$ cat src/rtl/sys_cntr_tx.sv
// Transmit-side system controller: buffers one read and one ALU response, serialises them LSB
// byte first into the TX FIFO. Define SYS_TX_HDR_EN to prefix each frame with a header byte.
module sys_cntr_tx #(
  parameter int unsigned width = 8
`ifdef SYS_TX_HDR_EN
  ,
  parameter logic [width-1:0] RD_HDR  = 8'hA5,
  parameter logic [width-1:0] ALU_HDR = 8'hC5
`endif
) (
  input  logic               CLK,
  input  logic               Reset,
  input  logic [width-1:0]   RdData,
  input  logic               RdData_Valid,
  input  logic [2*width-1:0] ALU_OUT,
  input  logic               ALU_Valid,
  input  logic               FIFO_Full,
  output logic [width-1:0]   Wr_Data,
  output logic               Wr_Inc,
  output logic               Busy,
  output logic               Drop_Err
);

  typedef enum logic [2:0] {
    StIdle,
    StRdSend,
    StAluLo,
    StAluHi,
    StRdH,
    StAluH
  } state_t;

`ifdef SYS_TX_HDR_EN
  localparam state_t RdEntry  = StRdH;
  localparam state_t AluEntry = StAluH;
`else
  localparam state_t RdEntry  = StRdSend;
  localparam state_t AluEntry = StAluLo;
`endif

  state_t             state_q, state_d;
  logic               rd_pend_q, rd_pend_d;
  logic               alu_pend_q, alu_pend_d;
  logic [width-1:0]   rd_hold_q, rd_hold_d;
  logic [2*width-1:0] alu_hold_q, alu_hold_d;
  logic               drop_d;
  logic               rd_clear, alu_clear;

  // State register and holding buffers
  always_ff @(posedge CLK or posedge Reset) begin
    if (Reset) begin
      state_q    <= StIdle;
      rd_pend_q  <= 1'b0;
      alu_pend_q <= 1'b0;
      rd_hold_q  <= '0;
      alu_hold_q <= '0;
      Drop_Err   <= 1'b0;
    end else begin
      state_q    <= state_d;
      rd_pend_q  <= rd_pend_d;
      alu_pend_q <= alu_pend_d;
      rd_hold_q  <= rd_hold_d;
      alu_hold_q <= alu_hold_d;
      Drop_Err   <= drop_d;
    end
  end

  // A pending slot that frees up this cycle can accept a new strobe in the same cycle.
  always_comb begin
    rd_clear   = (state_q == StRdSend) && Wr_Inc;
    alu_clear  = (state_q == StAluHi) && Wr_Inc;
    rd_pend_d  = rd_pend_q & ~rd_clear;
    alu_pend_d = alu_pend_q & ~alu_clear;
    rd_hold_d  = rd_hold_q;
    alu_hold_d = alu_hold_q;
    drop_d     = 1'b0;
    if (RdData_Valid) begin
      if (!rd_pend_q || rd_clear) begin
        rd_pend_d = 1'b1;
        rd_hold_d = RdData;
      end else begin
        drop_d = 1'b1;
      end
    end
    if (ALU_Valid) begin
      if (!alu_pend_q || alu_clear) begin
        alu_pend_d = 1'b1;
        alu_hold_d = ALU_OUT;
      end else begin
        drop_d = 1'b1;
      end
    end
  end

  always_comb begin
    state_d = state_q;
    unique case (state_q)
      StIdle: begin
        if (rd_pend_q)       state_d = RdEntry;
        else if (alu_pend_q) state_d = AluEntry;
      end
`ifdef SYS_TX_HDR_EN
      StRdH:  if (Wr_Inc) state_d = StRdSend;
      StAluH: if (Wr_Inc) state_d = StAluLo;
`endif
      StRdSend: if (Wr_Inc) state_d = alu_pend_q ? AluEntry : StIdle;
      StAluLo:  if (Wr_Inc) state_d = StAluHi;
      StAluHi:  if (Wr_Inc) state_d = rd_pend_q ? RdEntry : StIdle;
      default:  state_d = StIdle;
    endcase
  end

  always_comb begin
    Wr_Inc  = (state_q != StIdle) && !FIFO_Full;
    Busy    = rd_pend_q | alu_pend_q | (state_q != StIdle);
    Wr_Data = '0;
    unique case (state_q)
`ifdef SYS_TX_HDR_EN
      StRdH:  Wr_Data = RD_HDR;
      StAluH: Wr_Data = ALU_HDR;
`endif
      StRdSend: Wr_Data = rd_hold_q;
      StAluLo:  Wr_Data = alu_hold_q[width-1:0];
      StAluHi:  Wr_Data = alu_hold_q[2*width-1:width];
      default:  Wr_Data = '0;
    endcase
  end

endmodule
$ cat config.mk
export PLATFORM = sky130hd
export DESIGN_NAME = sys_cntr_tx
export DESIGN_NICKNAME = d
export VERILOG_FILES = /design/src/rtl/sys_cntr_tx.sv
export SDC_FILE = /design/constraint.sdc
export NUM_CORES = 1
export LEC_CHECK = 0
export ABC_AREA = 1
export CAP_MARGIN = 20
export CORE_AREA = 3 3 59 61
export CTS_BUF_LIST = sky130_fd_sc_hd__clkbuf_4 sky130_fd_sc_hd__clkbuf_8 sky130_fd_sc_hd__clkbuf_16
export DETAILED_ROUTE_END_ITERATION = 8
export DIE_AREA = 0 0 62 64
export GPL_ROUTABILITY_DRIVEN = 0
export PLACE_DENSITY = 0.76
export SETUP_SLACK_MARGIN = 0.5
export SYNTH_ARGS = -nofsm -noshare
export SYNTH_HDL_FRONTEND = slang
export SYNTH_SLANG_ARGS = --single-unit
$ cat constraint.sdc
create_clock -name CLK -period 1.33 [get_ports CLK]
set_input_delay 0.266 -clock CLK [delete_from_list [all_inputs] [get_ports CLK]]
set_output_delay 0.266 -clock CLK [all_outputs]
set_load 0.1 [all_outputs]
Yosys cells after proc, flatten, opt, wreduce, memory -nomap -nowiden:

Cells that the tools add are included.

* input port bits: 29
* bits in registers: 30
* word-level logic and storage cells: 49

* equal/unequal tests: 7
* reduce and logical (&&, ||, !) cells: 13
* mux-type cells: 17
* bitwise gates (word level): 6

Operator list (count)
* $pmux W8 S3: 1
* $mux W3: 5
* $pmux W3 S4: 1
* $mux W1: 9
* $eq A3 B2 Y1 const B: 2
* $ne A2 B2 Y1 const B: 3
* $reduce_and A2 Y1: 2
* $reduce_and A4 Y1: 1
* $eq A3 B1 Y1 const B: 1
* $logic_and A1 B1 Y1: 3
* $logic_not A1 Y1: 3
* $logic_not A3 Y1: 1
* $ne A3 B3 Y1 const B: 1
* $reduce_bool A3 Y1: 1
* $and A1 B1 Y1: 2
* $logic_or A1 B1 Y1: 2
* $mux W2: 1
* $not A1 Y1: 2
* $or A1 B1 Y1: 2

Depth between registers and ports, before layout:

* depth after elaboration: 8
* mapped depth: 7
* gate-level depth less buffers: 6

Worst setup path after synthesis:

OpenSTA, ideal clock, no wires.

* path type: flip-flop to output port
* start: register state_q[0]
* end: output Wr_Inc
* stages on the path, launching flop included: 4
* arrival: 1778 ps
* slack: -714 ps
* data required time: 1064 ps
* cell sequence: dfrtp_1 > buf_4 > nor2_1 > nor2_1

* longest elaborated chain between the ends: 2

Ends and longest elaborated chain
* start, declared: RTL line 41 `state_t state_q, state_d;`
* start signal, assigned: RTL line 52 `state_q <= StIdle;`
* start signal, assigned: RTL line 59 `state_q <= state_d;`
* $reduce_bool A3 Y1: RTL line 114 `Wr_Inc = (state_q != StIdle) && !FIFO_Full;`
* $logic_and A1 B1 Y1: RTL line 114
* end, declared: RTL line 19 `output logic Wr_Inc,`

No other way between the ends.

Worst setup path in the final report:

* start: register state_q[1]
* end: output Wr_Data[4]

* longest elaborated chain between the ends: 2
* elaborated cells between the ends (all ways): 4
* classes of those cells: eq/ne: 3; mux: 1

Ends and longest elaborated chain
* $eq A3 B2 Y1 or $eq A3 B1 Y1 (tied branches): RTL line 117 `unique case (state_q)`
* $pmux W8 S3 (*): RTL line 117
* end, declared: RTL line 18 `output logic [width-1:0] Wr_Data,`

Every way passes the cells marked *; elsewhere a longest branch is shown, timed or not.

==> run metrics <==
commonest non-fill, non-tap cell in the layout=nand2_1; post-synth top area share=52.3%; period utilization=130%; post-route insts no fill=286; Lkg Pwr=between 1 and 1.5 nW; Fin. Hold Viols=0; clock latency on the worst-skew pair=0.34 ns; library cells used by synthesis=16; CTS tree=built; die area=3970 um2; layout cells sized above 1=37.6%; I/O Buffers=39; detailed-route via count=~1400; worst hold margin=0.295 ns; FMAX=579 MHz; crit path DAT=1.46 ns; DRT iter0 DRCs=60; Synth Cell Area=around 1400 um2; Syn Inst Count=179; Avg Cell Area, Syn=7.75 um2; Setup Total Neg Slack=-5.85 ns; DIE HEIGHT=64 um; Internal Pwr Total=roughly 3.2 mW; Slew HR=76.8%; routed wire length=slightly below 4000 um; Vias/cell=5.00; die width=62 um; core area=between 3000 and 4000 um2; RSZ-0062 raised after global routing=yes; DR WL/cell=13.8 um; fin worst setup slack=-0.398 ns; Total GRT Usage=23.3%; Clock power frac=~8%; drt first pass iters=5; Seq/Total Area, Yosys=about 52%; fin nets=270; Net Switching=3.52 mW; Tightest Pin Transition=0.347 ns; M2 GR Usage=38.0%; synth warn=0; Setup Viol. Count Final=34; Initial Util=45.8%; register area=732 um2; worst path required time=1.06 ns; total global routing overflow=0; fin. max-slew vios=0; Fill cells=213; clk sinks=29; dpl cells=approximately 270; htree depth=2; switch share=a little over half; Pwr Density=2770 nW/um2; vias in the first global route=about 1400; Ports=40; initial antenna violation count=0; Peak VDD IR=between 1.5 and 2 mV; multi-input logic area=850 um2; row cnt=20; clk buf depth=2; HPWL after DPL=2770 um; area leader, netlist=dfrtp_1; failing checks=setup timing; Setup Skew=0.00679 ns; clock root buffer=clkbuf_4; synth top area cells=dfrtp_1 52%, nand2_1 23%, nand3_1 14%, inv_1 2.7%, o21ai_4 1.2%; Routed Antenna Nets=0; sequential power share=24.7%; GR peak layer=met2; drt drc=0; global-route wire length before repair=roughly 6700 um; n_diodes=0; Worst setup SP type=flip-flop; status=finished with violations; Area growth syn-to-layout=75.9%; max-cap check violation count=0; met3 Resource Use GR=under 10%; Synthesized Nets=about 210; largest net degree at the start of global routing=30; Max FO, Critical Path=5; HP Class=in2async; crit end category=primary output; Logic pwr share=67.4%; number of synthesized register bits=29; crit path kind=reg2out; crit path time final=1.73 ns; Worst-path clk slew=0.09 ns; CTS buffer count=5; GR Util met1=between 20% and 30%; most frequent cells in the layout=61 x nand2_1, 29 x nand3_1, 28 x clkdlybuf4s50_1
[sequential cells by signal, summed over array words and instances (netlist names)]
signal and flops:
rd_hold_q 8, alu_pend_q 1, Drop_Err 1, alu_hold_q 16, state_q 2, rd_pend_q 1
[power groups by stage]
| stage | clock (mW) | sequential [mW] | combinational, mW |
|---|---|---|---|
| global placement | 0 | 1.64 | 4.11 |
| global route | 0.596 | 1.72 | 4.83 |
| finish | 0.538 | 1.67 | 4.56 |
| floorplan | 0 | 1.61 | 2.86 |
| detailed placement | 0 | 1.66 | 4.19 |
| CTS | 0.541 | 1.65 | 4.52 |
[kinds of logic (layout without fill, tap and decap cells)]
| family | count (synthesis) | in the layout | synth area share [%] |
|---|---|---|---|
| flip-flops | 29 | 29 | 52.3 |
| AO/OA/AOI/OAI | 5 | 5 | 2.80 |
| buffers and inverters | 16 | 77 | 5.50 |
| AND/OR/NAND/NOR | 129 | 131 | 39.4 |
[worst paths after layout]
check | startpoint | endpoint | slack (ns) | cells after the start
max in group asynchronous | Reset | Drop_Err | 0.86 | 3
min in group CLK | ALU_OUT[8] | alu_hold_q[8] | 0.48 | 3
setup reg to reg | state_q[0] | alu_hold_q[2] | -0.13 | 6
hold reg to reg | alu_hold_q[6] | alu_hold_q[6] | 0.48 | 2
hold / removal | Reset | rd_hold_q[6] | 0.30 | 3
setup / recovery | state_q[1] | Wr_Data[4] | -0.40 | 5
[area by class of cell]
cell class | count | share of cell area, %
clock buffers | 6 | 1.85
clock inverters | 2 | 0.410
inverters | 10 | 2.72
multi-input cells | 136 | 34.8
flip-flops and latches | 29 | 30.0
well taps | 44 | 2.26
repair buffers | 59 | 28.0
[metrics by stage]
| step | worst slack, ns | total power, mW | utilization (%) | instance area (um2) |
|---|---|---|---|---|
| 2_1_floorplan | 0.0216 | 4.47 | - | 1620 |
| 3_3_place_gp | -0.219 | 5.75 | 73.6 | 2230 |
| 3_5_place_dp | -0.262 | 5.85 | 73.6 | 2230 |
| 4_1_cts | -0.392 | 6.71 | 79.3 | 2400 |
| 5_1_grt | -0.469 | 7.14 | 80.6 | 2440 |
| 6_report | -0.398 | 6.76 | 80.6 | 2440 |
[metal layers]
metal  wire [um]  share of wire [%]
met5           0                  0
met4          81                2.1
met3         162                4.1
met2        2110                 54
met1        1580                 40
[worst max-delay path, stage by stage, from the launching register on]
cell and delay (ns):
dfrtp_2 0.45, clkinv_4 0.11, nor2_4 0.18, nand2_1 0.12, nand3_4 0.09, buf_12 0.17
[timing repair]
action,4_1_cts,5_1_grt
gates resized for setup,17,9
endpoints found under the setup margin,40,40
pin swaps,5,4
cloned,3,0
hold buffers,0,0
buffers inserted,7,1
[synth_stat cells]
library cell	count
nand2_1	84
inv_1	10
nor2_2	1
nand2_2	2
a21oi_1	1
dfrtp_1	29
nand3_1	38
o21ai_4	1
nand2_4	1
buf_4	2
clkbuf_1	2
o21ai_0	2
o21bai_1	1
nor2_1	3
buf_6	1
buf_2	1
Power figures use the tool's default switching activity.
==> RTL change: new RTL, same settings <==
Register the output `Drop_Err` once more, cleared by the reset; this adds one clock of latency there. The other outputs are not delayed to match.
--- a/src/rtl/sys_cntr_tx.sv
+++ b/src/rtl/sys_cntr_tx.sv
@@ -30,6 +30,8 @@
     StAluH
   } state_t;
 
+  logic Drop_Err_s0;
+
 `ifdef SYS_TX_HDR_EN
   localparam state_t RdEntry  = StRdH;
   localparam state_t AluEntry = StAluH;
@@ -54,14 +56,14 @@
       alu_pend_q <= 1'b0;
       rd_hold_q  <= '0;
       alu_hold_q <= '0;
-      Drop_Err   <= 1'b0;
+      Drop_Err_s0 <= 1'b0;
     end else begin
       state_q    <= state_d;
       rd_pend_q  <= rd_pend_d;
       alu_pend_q <= alu_pend_d;
       rd_hold_q  <= rd_hold_d;
       alu_hold_q <= alu_hold_d;
-      Drop_Err   <= drop_d;
+      Drop_Err_s0 <= drop_d;
     end
   end
 
@@ -126,4 +128,12 @@
     endcase
   end
 
+  always_ff @(posedge CLK or posedge Reset) begin
+    if (Reset) begin
+      Drop_Err <= '0;
+    end else begin
+      Drop_Err <= Drop_Err_s0;
+    end
+  end
+
 endmodule
Behaviour: not the same (Yosys sat finds a counterexample within 4 cycles, from zero or initial values and one cycle with Reset high).
==> RTL change against the original RTL <==
The run still ends with setup timing left; register-to-register slack improved by 0.02 ns; setup slack got worse by 0.0028 ns; final area grew 8.1%; wire length up 26%; non-clock buffer count rose by 1; global-route usage up 2.6 points; area after synthesis grew 1.8%; total power up 8.4%; clock skew up 0.0035 ns; critical path depth is the same; final cell count is 1.0% higher; sequential cell count rose by 1; critical path type unchanged; largest cell class unchanged.
==> RTL change: results (changes against the original RTL) <==
logic_synthesis:
  synth.cells.most_frequent: "84 x nand2_1, 38 x nand3_1, 30 x dfrtp_1"
  ys_seq_area_frac: 0.531  # +0.00845
  synth.net_count: 209  # +0.48%
  synth_compound_area_frac: 0.0275  # -0.000495
  synth_area_leaders: "dfrtp_1 53%, nand2_1 22%, nand3_1 13%"
  synthCells: 180  # +0.56%
  synth_xor_area_frac: 0  # unchanged
timing:
  hold_ws_ns: 0.295  # -0.000400 ns
  fin_worst_skew_ns: 0.0103  # +0.00354 ns
  finalSetupViolations: 11  # -68%
  worstMarginPinSlew_ns: 0.439  # +0.0919 ns
  final.setup.worst_slack_ns: -0.401  # -0.00277 ns
global_route:
  globalRouteTotalUtil: 0.259  # +0.0258
  grt_antenna_before_repair: 0  # unchanged
  via_count_of_the_first_global_routing_pass: 1589  # +9.8%
  grt_first_pass_wirelength_um: 7420  # +10%
  largest_net_degree_at_the_start_of_global_routing: 31  # +3.3%
status:
  violations: "setup timing"
  run_status: "finished, violations left"
clock_network:
  cts_made_buffers: 5  # unchanged
  cts.path.max_buffers: 2  # unchanged
pwr:
  sequential_cell_fraction_of_total_power: 0.238  # -0.009
  vdd.ir_drop.worst_v: 0.00242  # +41%
  power.static_leakage_nw: 1.24  # +2.6%
  comb_cell_power_w: 0.00500  # +9.6%
  power_report.internal_total_w: 0.00355  # +9.4%
  combinationalPowerShare: 0.682  # +0.008
setup_path:
  r2r_cells: 9  # +3
  crit_path_max_incr_delay_ns: 0.49  # +0.04 ns
  cp_max_fanout: 6  # +1
routing:
  wl_per_cell_um: 17.2  # +25%
  detailedRoute.firstIterationViolations: 98  # +63%
  drt_pass_1_iters: 4  # -1
layout:
  final_net_count: 273  # +1.1%
  drive_above_1_share: 0.478  # +0.102
place:
  dp.final_hpwl_um: 2850  # +2.9%
-- RTL change: path summary, 6_finish.rpt --
check	start	to	slack [ns]
worst max-delay path	state_q[0]	Wr_Data[3]	-0.40
worst min-delay path	Reset	alu_hold_q[6]	0.29
worst max register to register	state_q[1]	state_q[1]	-0.11
worst min register to register	Drop_Err_s0	Drop_Err	0.38
max in group asynchronous	Reset	state_q[1]	0.85
min in group CLK	Drop_Err_s0	Drop_Err	0.38
-- RTL change: layout make-up --
cell class | instances | share of cell area
Tap cell | 44 | 0.0209
Inverter | 10 | 0.0223
Clock buffer | 7 | 0.0223
Sequential cell | 30 | 0.287
Multi-Input combinational cell | 137 | 0.371
Timing Repair Buffer | 60 | 0.275
Clock inverter | 1 | 0.00190
-- RTL change: logic make-up (layout without fill, tap and decap cells) --
| kind of cell | count (synthesis) | count (layout) |
|---|---|---|
| DFF | 30 | 30 |
| AOI/OAI and AO/OA | 5 | 5 |
| and+or+nand+nor | 129 | 132 |
| buffers and inverters | 16 | 78 |
-- RTL change: routing by layer --
layer / share of wire / vias up / GRT usage
met2: 0.55 / 67 / 0.442
met3: 0.053 / 21 / 0.0505
li1: - / 711 / -
met4: 0.046 / 0 / 0.122
met5: 0 / - / 0
met1: 0.35 / 754 / 0.297
-- RTL change: through the flow --
step	setup WS [ns]	setup TNS (ns)	cell area, µm²	util	instances
after floorplan	0.0216	0	1650	-	180
after global placement	-0.247	-7.03	2250	0.744	268
after detailed placement	-0.311	-7.91	2250	0.744	268
after CTS	-0.408	-3.97	2540	0.840	287
after global routing	-0.480	-5.04	2640	0.872	289
final	-0.401	-3.99	2640	0.872	289
-- RTL change: repair_timing --
item	4_1_cts	5_1_grt
cloned	4	0
endpoints found under the setup margin	40	40
pin swaps	10	4
gates resized for setup	37	22
buffers inserted	7	2
hold buffers	0	0
